==> config.mk <==
export PLATFORM = sky130hd
export DESIGN_NAME = io_peripheral_responder
export DESIGN_NICKNAME = d
export VERILOG_FILES = /design/src/rtl/io_peripheral_responder.sv
export SDC_FILE = /design/constraint.sdc
export NUM_CORES = 1
export LEC_CHECK = 0
export CORE_ASPECT_RATIO = 1.25
export CORE_MARGIN = 1.5
export CORE_UTILIZATION = 40
export CTS_CLUSTER_SIZE = 30
export DETAILED_ROUTE_END_ITERATION = 12
export GPL_TIMING_DRIVEN = 0
export PLACE_DENSITY = 0.57
export SETUP_SLACK_MARGIN = 0.4
export SYNTH_ARGS = -nofsm -noshare
export SYNTH_HDL_FRONTEND = slang
export SYNTH_SLANG_ARGS = --single-unit
==> constraint.sdc <==
create_clock -name clock -period 10.6 [get_ports clock]
set_input_delay 1.06 -clock clock [delete_from_list [all_inputs] [get_ports clock]]
set_output_delay 1.06 -clock clock [all_outputs]
set_load 0.05 [all_outputs]
==> src/rtl/io_peripheral_responder.sv <==
// Peripheral end of the core I/O port: one response per accepted core command,
// plus RX (host->core) and TX (core->host) word FIFOs.
module io_peripheral_responder #(
    parameter int DATA_WIDTH   = 32,
    parameter int FIFO_AW      = 3,
    parameter int RESP_LATENCY = 1
) (
    input  logic                  clock,
    input  logic                  reset,
    input  logic [1:0]            to_peripheral,
    input  logic [DATA_WIDTH-1:0] to_peripheral_data,
    input  logic                  to_peripheral_valid,
    output logic [1:0]            from_peripheral,
    output logic [DATA_WIDTH-1:0] from_peripheral_data,
    output logic                  from_peripheral_valid,
    input  logic [DATA_WIDTH-1:0] host_rx_data,
    input  logic                  host_rx_valid,
    output logic                  host_rx_ready,
    output logic [DATA_WIDTH-1:0] host_tx_data,
    output logic                  host_tx_valid,
    input  logic                  host_tx_ready,
    output logic                  busy
);

    // state   | meaning
    // IDLE    | ready to accept a command
    // WAIT    | response latched, counting down the latency
    // RESP    | response goes out on the next edge
    localparam logic [1:0] ST_IDLE = 2'd0;
    localparam logic [1:0] ST_WAIT = 2'd1;
    localparam logic [1:0] ST_RESP = 2'd2;

    localparam logic [1:0] CMD_NOP    = 2'b00;
    localparam logic [1:0] CMD_WRITE  = 2'b01;
    localparam logic [1:0] CMD_READ   = 2'b10;
    localparam logic [1:0] CMD_STATUS = 2'b11;
    localparam logic [1:0] RSP_NONE   = 2'b00;
    localparam logic [1:0] RSP_ACK    = 2'b01;
    localparam logic [1:0] RSP_DATA   = 2'b10;
    localparam logic [1:0] RSP_ERR    = 2'b11;

    localparam int               DEPTH      = 1 << FIFO_AW;
    localparam logic [FIFO_AW:0] FULL_COUNT = (FIFO_AW+1)'(DEPTH);
    localparam logic [3:0]       LAT_LOAD   = 4'(RESP_LATENCY - 1);

    logic [1:0]            state;
    logic [3:0]            lat_cnt;
    logic                  overrun;
    logic [1:0]            resp_code;
    logic [DATA_WIDTH-1:0] resp_data;
    logic [1:0]            resp_code_d;
    logic [DATA_WIDTH-1:0] resp_data_d;
    logic [DATA_WIDTH-1:0] status_word;

    logic [DATA_WIDTH-1:0] rx_mem [DEPTH];
    logic [DATA_WIDTH-1:0] tx_mem [DEPTH];
    logic [FIFO_AW-1:0]    rx_wptr, rx_rptr, tx_wptr, tx_rptr;
    logic [FIFO_AW:0]      rx_count, tx_count;
    logic                  rx_full, rx_empty, tx_full, tx_empty;
    logic                  rx_push, rx_pop, tx_push, tx_pop;
    logic                  cmd_seen, accept, drop;

    assign cmd_seen = to_peripheral_valid && (to_peripheral != CMD_NOP);
    assign accept   = cmd_seen && (state == ST_IDLE);
    assign drop     = cmd_seen && (state != ST_IDLE);

    assign rx_full  = (rx_count == FULL_COUNT);
    assign rx_empty = (rx_count == '0);
    assign tx_full  = (tx_count == FULL_COUNT);
    assign tx_empty = (tx_count == '0);

    assign rx_pop  = accept && (to_peripheral == CMD_READ) && !rx_empty;
    // A core pop frees a slot on the same edge, so a host push into a full RX FIFO still lands.
    assign rx_push = host_rx_valid && (!rx_full || rx_pop);
    assign tx_push = accept && (to_peripheral == CMD_WRITE) && !tx_full;
    assign tx_pop  = !tx_empty && host_tx_ready;

    assign host_rx_ready = !rx_full;
    assign host_tx_valid = !tx_empty;
    assign host_tx_data  = tx_empty ? '0 : tx_mem[tx_rptr];
    assign busy          = (state != ST_IDLE);

    assign status_word = DATA_WIDTH'({overrun, 13'b0, tx_full, rx_empty, 8'(tx_count), 8'(rx_count)});

    always_comb begin
        resp_code_d = RSP_ERR;
        resp_data_d = '0;
        case (to_peripheral)
            CMD_WRITE: if (!tx_full) begin
                resp_code_d = RSP_ACK;
                resp_data_d = to_peripheral_data;
            end
            CMD_READ: if (!rx_empty) begin
                resp_code_d = RSP_DATA;
                resp_data_d = rx_mem[rx_rptr];
            end
            CMD_STATUS: begin
                resp_code_d = RSP_DATA;
                resp_data_d = status_word;
            end
            default: ;
        endcase
    end

    always_ff @(posedge clock) begin
        if (rx_push) rx_mem[rx_wptr] <= host_rx_data;
        if (tx_push) tx_mem[tx_wptr] <= to_peripheral_data;
    end

    always_ff @(posedge clock or negedge reset) begin
        if (!reset) begin
            rx_wptr  <= '0;
            rx_rptr  <= '0;
            rx_count <= '0;
            tx_wptr  <= '0;
            tx_rptr  <= '0;
            tx_count <= '0;
        end else begin
            if (rx_push) rx_wptr <= rx_wptr + 1'b1;
            if (rx_pop)  rx_rptr <= rx_rptr + 1'b1;
            if (tx_push) tx_wptr <= tx_wptr + 1'b1;
            if (tx_pop)  tx_rptr <= tx_rptr + 1'b1;
            case ({rx_push, rx_pop})
                2'b10:   rx_count <= rx_count + 1'b1;
                2'b01:   rx_count <= rx_count - 1'b1;
                default: ;
            endcase
            case ({tx_push, tx_pop})
                2'b10:   tx_count <= tx_count + 1'b1;
                2'b01:   tx_count <= tx_count - 1'b1;
                default: ;
            endcase
        end
    end

    always_ff @(posedge clock or negedge reset) begin
        if (!reset) begin
            state                 <= ST_IDLE;
            lat_cnt               <= '0;
            overrun               <= 1'b0;
            resp_code             <= RSP_NONE;
            resp_data             <= '0;
            from_peripheral       <= RSP_NONE;
            from_peripheral_data  <= '0;
            from_peripheral_valid <= 1'b0;
        end else begin
            from_peripheral_valid <= (state == ST_RESP);
            from_peripheral       <= (state == ST_RESP) ? resp_code : RSP_NONE;
            from_peripheral_data  <= (state == ST_RESP) ? resp_data : '0;

            if (drop)
                overrun <= 1'b1;
            else if (accept && (to_peripheral == CMD_STATUS))
                overrun <= 1'b0;

            case (state)
                ST_IDLE: if (accept) begin
                    resp_code <= resp_code_d;
                    resp_data <= resp_data_d;
                    lat_cnt   <= LAT_LOAD;
                    state     <= (RESP_LATENCY <= 1) ? ST_RESP : ST_WAIT;
                end
                ST_WAIT: begin
                    lat_cnt <= lat_cnt - 1'b1;
                    if (lat_cnt <= 4'd1) state <= ST_RESP;
                end
                ST_RESP: state <= ST_IDLE;
                default: state <= ST_IDLE;
            endcase
        end
    end

endmodule
==> impl_results.md, run 1 <==
- Worst endpoint required time: 9540 ps
- Post-Layout Cell Count: 2185
- Synth Cell Area: 23200 um^2
- GR Util All Layers: 17.8%
- Final count of pins violating max slew: 0
- PortBufs: 139
- Post-Place Cells: 2080
- Min-delay worst type: input port to async pin
- Hold-fix buffers at CTS: 0
- Grt ovf: 0
- Leading cell types in the layout, fill and taps excluded: edfxtp_1 (512), clkdlybuf4s50_1 (138), mux4_2 (120)
- Htree depth: 2
- Final setup TNS: 0 ps
- Kind of critical path: register to output port
- Status: complete, no violations
- Die X: 218 um
- Synth unique cells: 55
- Routed length on met1: 20700 um
- Pwr dens: 262 nW/um^2
- Startpoint types: register
- First-pass GRT wire length: 77600 um
- Layout cells sized above 1: 21.6%
- Drt total wl: 51400 um
- Initial antenna violation count: 5
- R2R Path Start: state[1]$_DFFE_PN0P_
- Syn_nets: 1236
- Initial Util: 40.5%
- Period utilization: 43.8%
- CTS root buffer: clkbuf_16
- Clk slew on worst S/H paths: 60 ps
- Max Clk Rate: 215 MHz
- Number of synthesized flops with an enable pin: 512
- Setup Buffers After CTS: 0
- Largest net degree at the start of global routing: 69
- CTS tree: yes
- Syn Inst Count: 1155
- Min Tclk post-route: 4640 ps
- CTS resizes: 0
- Maxcap violations: 0
- CTS max path bufs: 3
- Routability cong.: 0.765
- Syn. warnings: 0
- WL met3: 2220 um
- Fraction of registers with async set/reset: 15.1%
- Total power: 7.33 mW
- Hpwl dp: 35500 um
- Nets@finish: 1469
- Slew headroom: 33.1%
- Critical path arrival: 3580 ps
- Setup crit end: host_tx_data[20]
- RR Endpoint: tx_mem[0][9]$_DFFE_PP_
- Fin. Hold Viols: 0
- Max FO, Critical Path: 10
- Antenna-violating nets left: 0
- Vias in the first global route: 12149
- DR iter-0 viols: 936
- Most used DFF post-synth: edfxtp_1
- RSZ-0062 raised after global routing: no
- Met2 wire length: 27400 um
- Pre-CTS setup slack: 6500 ps
- Die span in y: 272 um
- Via count: 11461
- Core ar.: 57300 um^2
- Reg2Reg Depth: 9
- CP Capture Type: output port
- Beginning of the critical path: tx_rptr[1]$_DFFE_PN0P_
- Flops & latches, synth: 603
- VDD IR-drop max: 0.224 mV
- Sequential area share after synthesis: 76.2%
- Lkg Pwr: 9.47 nW
- Reg2reg setup slack: 7540 ps
- # fillers: 4703
- Clk_lat worst skew: 600 ps
- I/O Pins: 141
- Commonest non-fill, non-tap cell in the layout: edfxtp_1
- # rows: 98
- DRC violations left: 0
- Synthesized area per cell: 20.1 um^2
- Routed len/inst: 23.5 um
- Pre-Repair DR Iteration Count: 5
- DR top layer: met5
- Finish-stage setup viols: 0
- TritonCTS buffer count: 56
- Area grow syn2layout: 20.9%
- Slew @ Worst Pin: 1000 ps
- Clock sink count: 603
- Vias per inst: 5.25
- Worst setup margin: 5960 ps
- Full die area: 59400 um^2
- Final setup skew: 15.9 ps
[cell type report]
cell class / instances / area [um^2] / share of cell area, %
flip-flops and latches: 603 / 17700 / 63.0
multi-input cells: 483 / 5290 / 18.9
repair buffers: 175 / 1920 / 6.83
clock buffers: 76 / 1630 / 5.82
well taps: 750 / 938 / 3.35
plain buffers: 62 / 315 / 1.12
clock inverters: 26 / 253 / 0.902
inverters: 7 / 26.3 / 0.0937
diodes: 3 / 7.51 / 0.0268
[per-layer routing]
layer | track usage (%) | vias to the layer above
met4 | 4.45 | 6
met2 | 31.6 | 237
met3 | 3.24 | 74
met1 | 22.3 | 6028
li1 | - | 5116
met5 | 0 | -
[synthesized netlist by cell type, drive strengths merged (5+ instances only)]
| library cell | number | area share [%] |
|---|---|---|
| edfxtp | 512 | 66 |
| mux4 | 120 | 12 |
| dfrtp | 91 | 9.8 |
| nor2 | 55 | 0.92 |
| mux2i | 49 | 2.1 |
| nand3 | 46 | 0.99 |
| and2 | 37 | 1.0 |
| buf | 34 | 0.89 |
| a22oi | 32 | 1.0 |
| nand2 | 32 | 0.52 |
| clkbuf | 28 | 0.47 |
| a21oi | 14 | 0.30 |
| o211ai | 12 | 0.39 |
| xnor2 | 11 | 0.42 |
| a221oi | 10 | 0.38 |
| nor3 | 10 | 0.26 |
| ha | 9 | 0.49 |
| o21ai | 7 | 0.20 |
| inv | 6 | 0.097 |
| nand2b | 5 | 0.13 |
| xor2 | 5 | 0.19 |
[sequential cells by signal, indices dropped and copies added, names as in the netlist]
register / flops
tx_count: 4
rx_mem: 256
from_peripheral_data: 32
rx_rptr: 3
rx_count: 4
tx_wptr: 3
from_peripheral: 2
tx_mem: 256
from_peripheral_valid: 1
tx_rptr: 3
overrun: 1
resp_data: 32
rx_wptr: 3
state: 1
resp_code: 2
[worst min path at each step]
stage / cells after the start / slack [ps] / end
floorplan: 2 / 450 / resp_data[30]$_DFFE_PN0P_
global placement: 1 / 470 / resp_code[1]$_DFFE_PN0P_
detailed placement: 0 / 470 / from_peripheral_valid$_DFF_PN0_
CTS: 1 / 330 / from_peripheral_data[1]$_DFF_PN0_
global route: 1 / 340 / from_peripheral_data[26]$_DFF_PN0_
finish: 1 / 360 / from_peripheral_data[25]$_DFF_PN0_
[through the flow]
step	hold WS (ps)	instance area (um^2)	utilization, %
after floorplan	454	23200	-
after global placement	465	25500	44.5
after detailed placement	474	26100	45.6
after CTS	333	28000	48.9
after global routing	344	28000	48.9
final	356	28000	48.9
[report_power, final]
| group | total [mW] | internal (mW) | switching (mW) |
|---|---|---|---|
| Clock | 2.03 | 1.18 | 0.853 |
| Sequential | 2.97 | 2.85 | 0.116 |
| Combinational | 2.33 | 0.956 | 1.38 |
[kinds of logic after synthesis]
family | count (synthesis) | synth area share, %
simple gates | 203 | 4.70
flops | 603 | 76.2
mux | 173 | 14.0
fa+ha+maj | 10 | 0.572
compound gates | 81 | 2.50
buf+inv | 69 | 1.47
xor+xnor | 16 | 0.605
[critical path, stage by stage, from the launching register on]
cell and delay [ps]:
dfrtp_1 370, clkbuf_1 430, clkbuf_1 700, mux4_2 400, mux2i_1 270, nor2_1 80
clkdlybuf4s50_1 720
Note: power is estimated with default switching activity, not from simulation.
==> run 2: changes to the inputs <==
--- a/config.mk
+++ b/config.mk
@@ -11,7 +11,7 @@
 export CTS_CLUSTER_SIZE = 30
 export DETAILED_ROUTE_END_ITERATION = 12
 export GPL_TIMING_DRIVEN = 0
-export PLACE_DENSITY = 0.57
+export PLACE_DENSITY = 0.6
 export SETUP_SLACK_MARGIN = 0.4
 export SYNTH_ARGS = -nofsm -noshare
 export SYNTH_HDL_FRONTEND = slang
==> constraint.sdc (replaced) <==
create_clock -name clock -period 4.2 [get_ports clock]
set_input_delay 0.42 -clock clock [delete_from_list [all_inputs] [get_ports clock]]
set_output_delay 0.42 -clock clock [all_outputs]
set_load 0.05 [all_outputs]
==> run 2 against run 1 <==
Compared with the run above:
- final cell count is 0.18% lower
- routed wire length is 0.43% lower
- clock skew is 4.5 ps higher
- sequential power grew to 2.5 times the previous value
- design area hardly changed
- via count is 0.39% higher
- setup slack worse by 5500 ps
- critical path depth stayed put
- core utilization hardly changed
- flip-flop and latch count stayed put
- worst hold slack worse by 140 ps
==> impl_results.md, run 2 (synthesized netlist as in run 1, its figures left out) <==
- # rows: 98 (unchanged)
- CTS root buffer: clkbuf_16 (unchanged)
- Period utilization: 88.6%
- Min-delay worst type: input port to register (was input port to async pin)
- Htree depth: 2 (unchanged)
- Grt ovf: 0 (unchanged)
- Die span in y: 272 um (unchanged)
- Status: complete, no violations (unchanged)
- Final setup skew: 20.4 ps (was 15.9 ps)
- Commonest non-fill, non-tap cell in the layout: edfxtp_1 (unchanged)
- Leading cell types in the layout, fill and taps excluded: edfxtp_1 (512), clkdlybuf4s50_1 (138), mux4_2 (120) (unchanged)
- Startpoint types: register (unchanged)
- Power share of the sequential group: 40.9% (was 40.5%)
- CP top delay family: buffers and inverters (unchanged)
- Bufs and invs on worst path: 3 (unchanged)
- PortBufs: 139 (unchanged)
- Routability cong.: 0.759 (was 0.765)
- Pwr dens: 658 nW/um^2 (was 262 nW/um^2)
- Critical-path cell list: clkbuf_1, clkbuf_2, mux4_2, mux2i_1, nor2_1, clkdlybuf4s50_1 (was clkbuf_1, clkbuf_1, mux4_2, mux2i_1, nor2_1, clkdlybuf4s50_1)
- VDD IR-drop max: 0.567 mV (was 0.224 mV)
- Clk_lat worst skew: 590 ps (was 600 ps)
- Slew headroom: 40.4% (was 33.1%)
- Drt total wl: 51200 um (was 51400 um)
- GR Util All Layers: 17.5% (was 17.8%)
- Power Internal: 12.5 mW (was 4.99 mW)
- Via count: 11506 (was 11461)
- Finish-stage setup viols: 0 (unchanged)
- First-pass GRT wire length: 77000 um (was 77600 um)
- Sw Share: 32.2% (was 32.0%)
- Fin. Hold Viols: 0 (unchanged)
- Layout cells sized above 1: 21.0% (was 21.6%)
- CP Capture Type: output port (unchanged)
- Max Clk Rate: 269 MHz
- Pre-CTS setup slack: 726 ps (was 6500 ps)
- Worst setup margin: 477 ps (was 5960 ps)
- CTS max path bufs: 3 (unchanged)
- Setup Buffers After CTS: 0 (unchanged)
- Kind of critical path: register to output port (unchanged)
- Worst endpoint required time: 3780 ps (was 9540 ps)
- Hold Slack: 214 ps (was 356 ps)
- Final count of pins violating max slew: 0 (unchanged)
- Die X: 218 um (unchanged)
- DRC violations left: 0 (unchanged)
- Hpwl dp: 34900 um (was 35500 um)
- Pre-Repair DR Iteration Count: 4 (was 5)
- Full die area: 59400 um^2 (unchanged)
- Vias in the first global route: 12189 (was 12149)
- Initial antenna violation count: 6 (was 5)
- Core ar.: 57300 um^2 (unchanged)
- Initial Util: 40.5% (unchanged)
- Slowest CP cell: clkdlybuf4s50_1 (unchanged)
- Clock sink count: 603 (unchanged)
- Clock share of power: 27.0% (was 27.7%)
- Lkg Pwr: 9.44 nW (was 9.47 nW)
- Critical path arrival: 3300 ps (was 3580 ps)
- Net Sw Power: 5.94 mW (was 2.35 mW)
- Total power: 18.4 mW (was 7.33 mW)
- Largest net degree at the start of global routing: 70 (was 69)
- I/O Pins: 141 (unchanged)
- CP peak stage delay: 860 ps (was 720 ps)
- TritonCTS buffer count: 56 (unchanged)
- Max FO, Critical Path: 10 (unchanged)
- Final setup TNS: 0 ps (unchanged)
- Area grow syn2layout: 20.9% (about the same)
- Min Tclk post-route: 3720 ps
- Comb pwr share: 32.2% (was 31.8%)
- Largest regs: rx_mem x256, tx_mem x256 (unchanged)
- Antenna-violating nets left: 0 (unchanged)
- Clk slew on worst S/H paths: 60 ps (about the same)
- RSZ-0062 raised after global routing: yes (was no)
- CTS tree: yes (unchanged)
- DR iter-0 viols: 761 (was 936)
- Vias per inst: 5.28 (was 5.25)
- Slew @ Worst Pin: 890 ps (was 1000 ps)
- Routed len/inst: 23.5 um (about the same)
- Nets@finish: 1465 (was 1469)
- Maxcap violations: 0 (unchanged)
[run 2: cell types whose count changed in the layout (fill, tap and decap cells not counted), sizes merged]
| cell | change |
|---|---|
| buf | -11 |
| clkinv | +4 |
| bufinv | +2 |
| clkinvlp | +2 |
| clkbuf | -1 |
| diode | -1 |
| dlygate4sd3 | +1 |
[run 2: layout make-up]
type	count	area [um^2]
sequential	603	17700
clock inverter	34	323
buffer	62	335
antenna	2	5.00
tap	750	938
timing repair buffer	171	1940
multi-input combinational	483	5320
inverter	7	26.3
clock buffer	69	1470
fill	4687	29300
[run 2: repair_timing]
| item | CTS | global route |
|---|---|---|
| resized for setup | 4 | 12 |
| pin swaps | 0 | 0 |
| gates cloned | 0 | 0 |
| hold endpoints to repair | 22 | 0 |
| endpoints found under the setup margin | 22 | 20 |
| hold buffers | 1 | 0 |
[run 2: final timing paths]
kind | cells after the start | to | startpoint | slack, ps
worst min register to register | 2 | resp_data[6]$_DFFE_PN0P_ | resp_data[6]$_DFFE_PN0P_ | 490
min in group asynchronous | 2 | from_peripheral_data[28]$_DFF_PN0_ | reset | 270
worst max register to register | 9 | rx_mem[5][12]$_DFFE_PP_ | state[1]$_DFFE_PN0P_ | 1110
max in group asynchronous | 3 | from_peripheral_data[20]$_DFF_PN0_ | reset | 3260
worst min-delay path | 2 | resp_code[0]$_DFFE_PN0P_ | to_peripheral[1] | 210
worst max-delay path | 6 | host_tx_data[19] | tx_rptr[1]$_DFFE_PN0P_ | 480
[run 2: layer usage]
metal,share of wire (%),track usage [%]
met1,41,22.4
met2,53,30.7
met3,4.6,3.05
met4,1.7,4.56
met5,0.084,0
[run 2: through the flow]
| stage | cell area [um^2] | instances | utilization (%) |
|---|---|---|---|
| CTS | 28000 | 2179 | 48.9 |
| global placement | 25500 | 2044 | 44.6 |
| global route | 28000 | 2181 | 48.9 |
| finish | 28000 | 2181 | 48.9 |
| floorplan | 23200 | 1155 | - |
| detailed placement | 26200 | 2075 | 45.7 |
[run 2: power groups by stage]
stage	logic (mW)	clock network [mW]	registers, mW
floorplan	3.92	0	7.70
global placement	5.77	0	7.65
detailed placement	6.02	0	7.65
CTS	6.03	5.08	7.53
global route	6.31	5.28	7.59
finish	5.93	4.97	7.53
==> patch (config.mk and constraints of run 2) <==
The parameter `DATA_WIDTH` goes from 32 to 16.
--- a/src/rtl/io_peripheral_responder.sv
+++ b/src/rtl/io_peripheral_responder.sv
@@ -1,7 +1,7 @@
 // Peripheral end of the core I/O port: one response per accepted core command,
 // plus RX (host->core) and TX (core->host) word FIFOs.
 module io_peripheral_responder #(
-    parameter int DATA_WIDTH   = 32,
+    parameter int DATA_WIDTH   = 16,
     parameter int FIFO_AW      = 3,
     parameter int RESP_LATENCY = 1
 ) (
Ports: changed (resized from_peripheral_data, host_rx_data, host_tx_data and to_peripheral_data); port bits go from 141 to 77. No check against the original RTL was run, so the function may have changed too.
==> patch against run 2 <==
Synthesized area is 47% lower. Final area is 47% lower. Routed wire length is 51% lower. Cell count is 45% lower. First-iteration DRC count is 37% lower. Highest routed layer is now met4. Critical endpoint is now host_tx_data[0]. Worst setup slack better by 110 ps. Sequential cell count is 289 lower. Sequential power is 47% lower. Total power is 45% lower. Via count is 46% lower. Critical path type unchanged. Critical path depth stayed put.
==> patch: results (changes against run 2) <==
Highest metal layer used by the detailed router: met4 (was met5). The routed length on met3 is 999 um (was 2.36 mm), and the largest stage delay on the critical path is 820 ps (was 860 ps). The leakage dissipation was 5.11 nW (was 9.44 nW); the ratio of routed vias to standard cells was 5.16 (was 5.28).

The destination of the critical timing path was host_tx_data[0] (was host_tx_data[19]). The final routed wire length divided by cell count came out at 21.1 um (was 23.5 um). Via total after detailed routing: 6199 (was 11500). The cell count after placement is 1142 (was 2075). The count of buffers from port buffering was 76 (was 139); the number of distinct library cells after synthesis was 45 (was 55).

Path type of the worst min-delay path: in2async (was in2reg). The power per cell area is 675 nW/um^2 (was 658 nW/um^2), and the pre-CTS worst setup slack is 992 ps (was 726 ps). The run gives 0 (was 6) as the number of antenna violations at the first check in global routing. For the met2 demand-to-capacity share in global routing, the log shows 0.322 (was 0.307). The number of instances in the synthesized netlist came out at 644 (was 1155). The slack of the worst reg-to-reg path was 1410 ps (was 1110 ps). The reg-to-reg critical path endpoint is tx_count[2] (was rx_mem[5][12]). The flow ran to the end, and the final reports show no timing, DRC or antenna violations.

For the met3 track demand over resource, the log shows 0.0225 (was 0.0305). Fraction of final layout cells sized beyond drive strength 1: 0.230 (was 0.210). The sequential area share after synthesis was 0.743 (was 0.762); the post-placement cell area was 13900 sq um (was 26200 sq um).

The period utilization is 0.860 (was 0.886), and the headroom to the max-slew limit is 0.341 (was 0.404). The number of H-tree levels is 1 (was 2), and the post-DP HPWL is 18.3 mm (was 34.9 mm). The tools report the origin of the critical flop-to-flop path as tx_count[2] (was state[1]). The global-route wire length before repair was 39.6 mm (was 77.0 mm); the post-synthesis async set-or-reset flop share was 0.185 (was 0.151). The violation count after the first detailed-route iteration was 476 (was 761); the worst hold slack was 390 ps (was 214 ps). Regs by FF count: rx_mem (128), tx_mem (128) (was rx_mem (256), tx_mem (256)). For the filler cell count, the log shows 2541 (was 4687).

The run gives 3190 ps (was 3300 ps) as the arrival time of data at the critical path endpoint. The run gives 6805 (was 12200) as the number of global-route vias before repair.
==> patch: final cells by class <==
class / count / area (sq um) / area share
clock buffers: 34 / 787 / 0.0526
repair buffers: 98 / 1000 / 0.0671
well taps: 401 / 502 / 0.0335
multi-input cells: 294 / 3050 / 0.204
inverters: 7 / 26.3 / 0.00176
flip-flops and latches: 314 / 9140 / 0.611
clock inverters: 24 / 298 / 0.0199
plain buffers: 29 / 150 / 0.0100
==> patch: cells by family after synthesis <==
| group | Yosys count | share of synthesized area |
|---|---|---|
| adders and majority gates | 10 | 0.0108 |
| AOI/OAI and AO/OA | 56 | 0.0286 |
| buffers and inverters | 36 | 0.0143 |
| DFF | 314 | 0.743 |
| and+or+nand+nor | 120 | 0.0508 |
| xor gates and xnor gates | 16 | 0.0114 |
| muxes | 92 | 0.141 |
==> patch: timing repair <==
action | CTS | global route
hold buffers | 1 | 0
endpoints found under the hold margin | 21 | 0
resized for setup | 0 | 2
setup endpoints to repair | 0 | 2
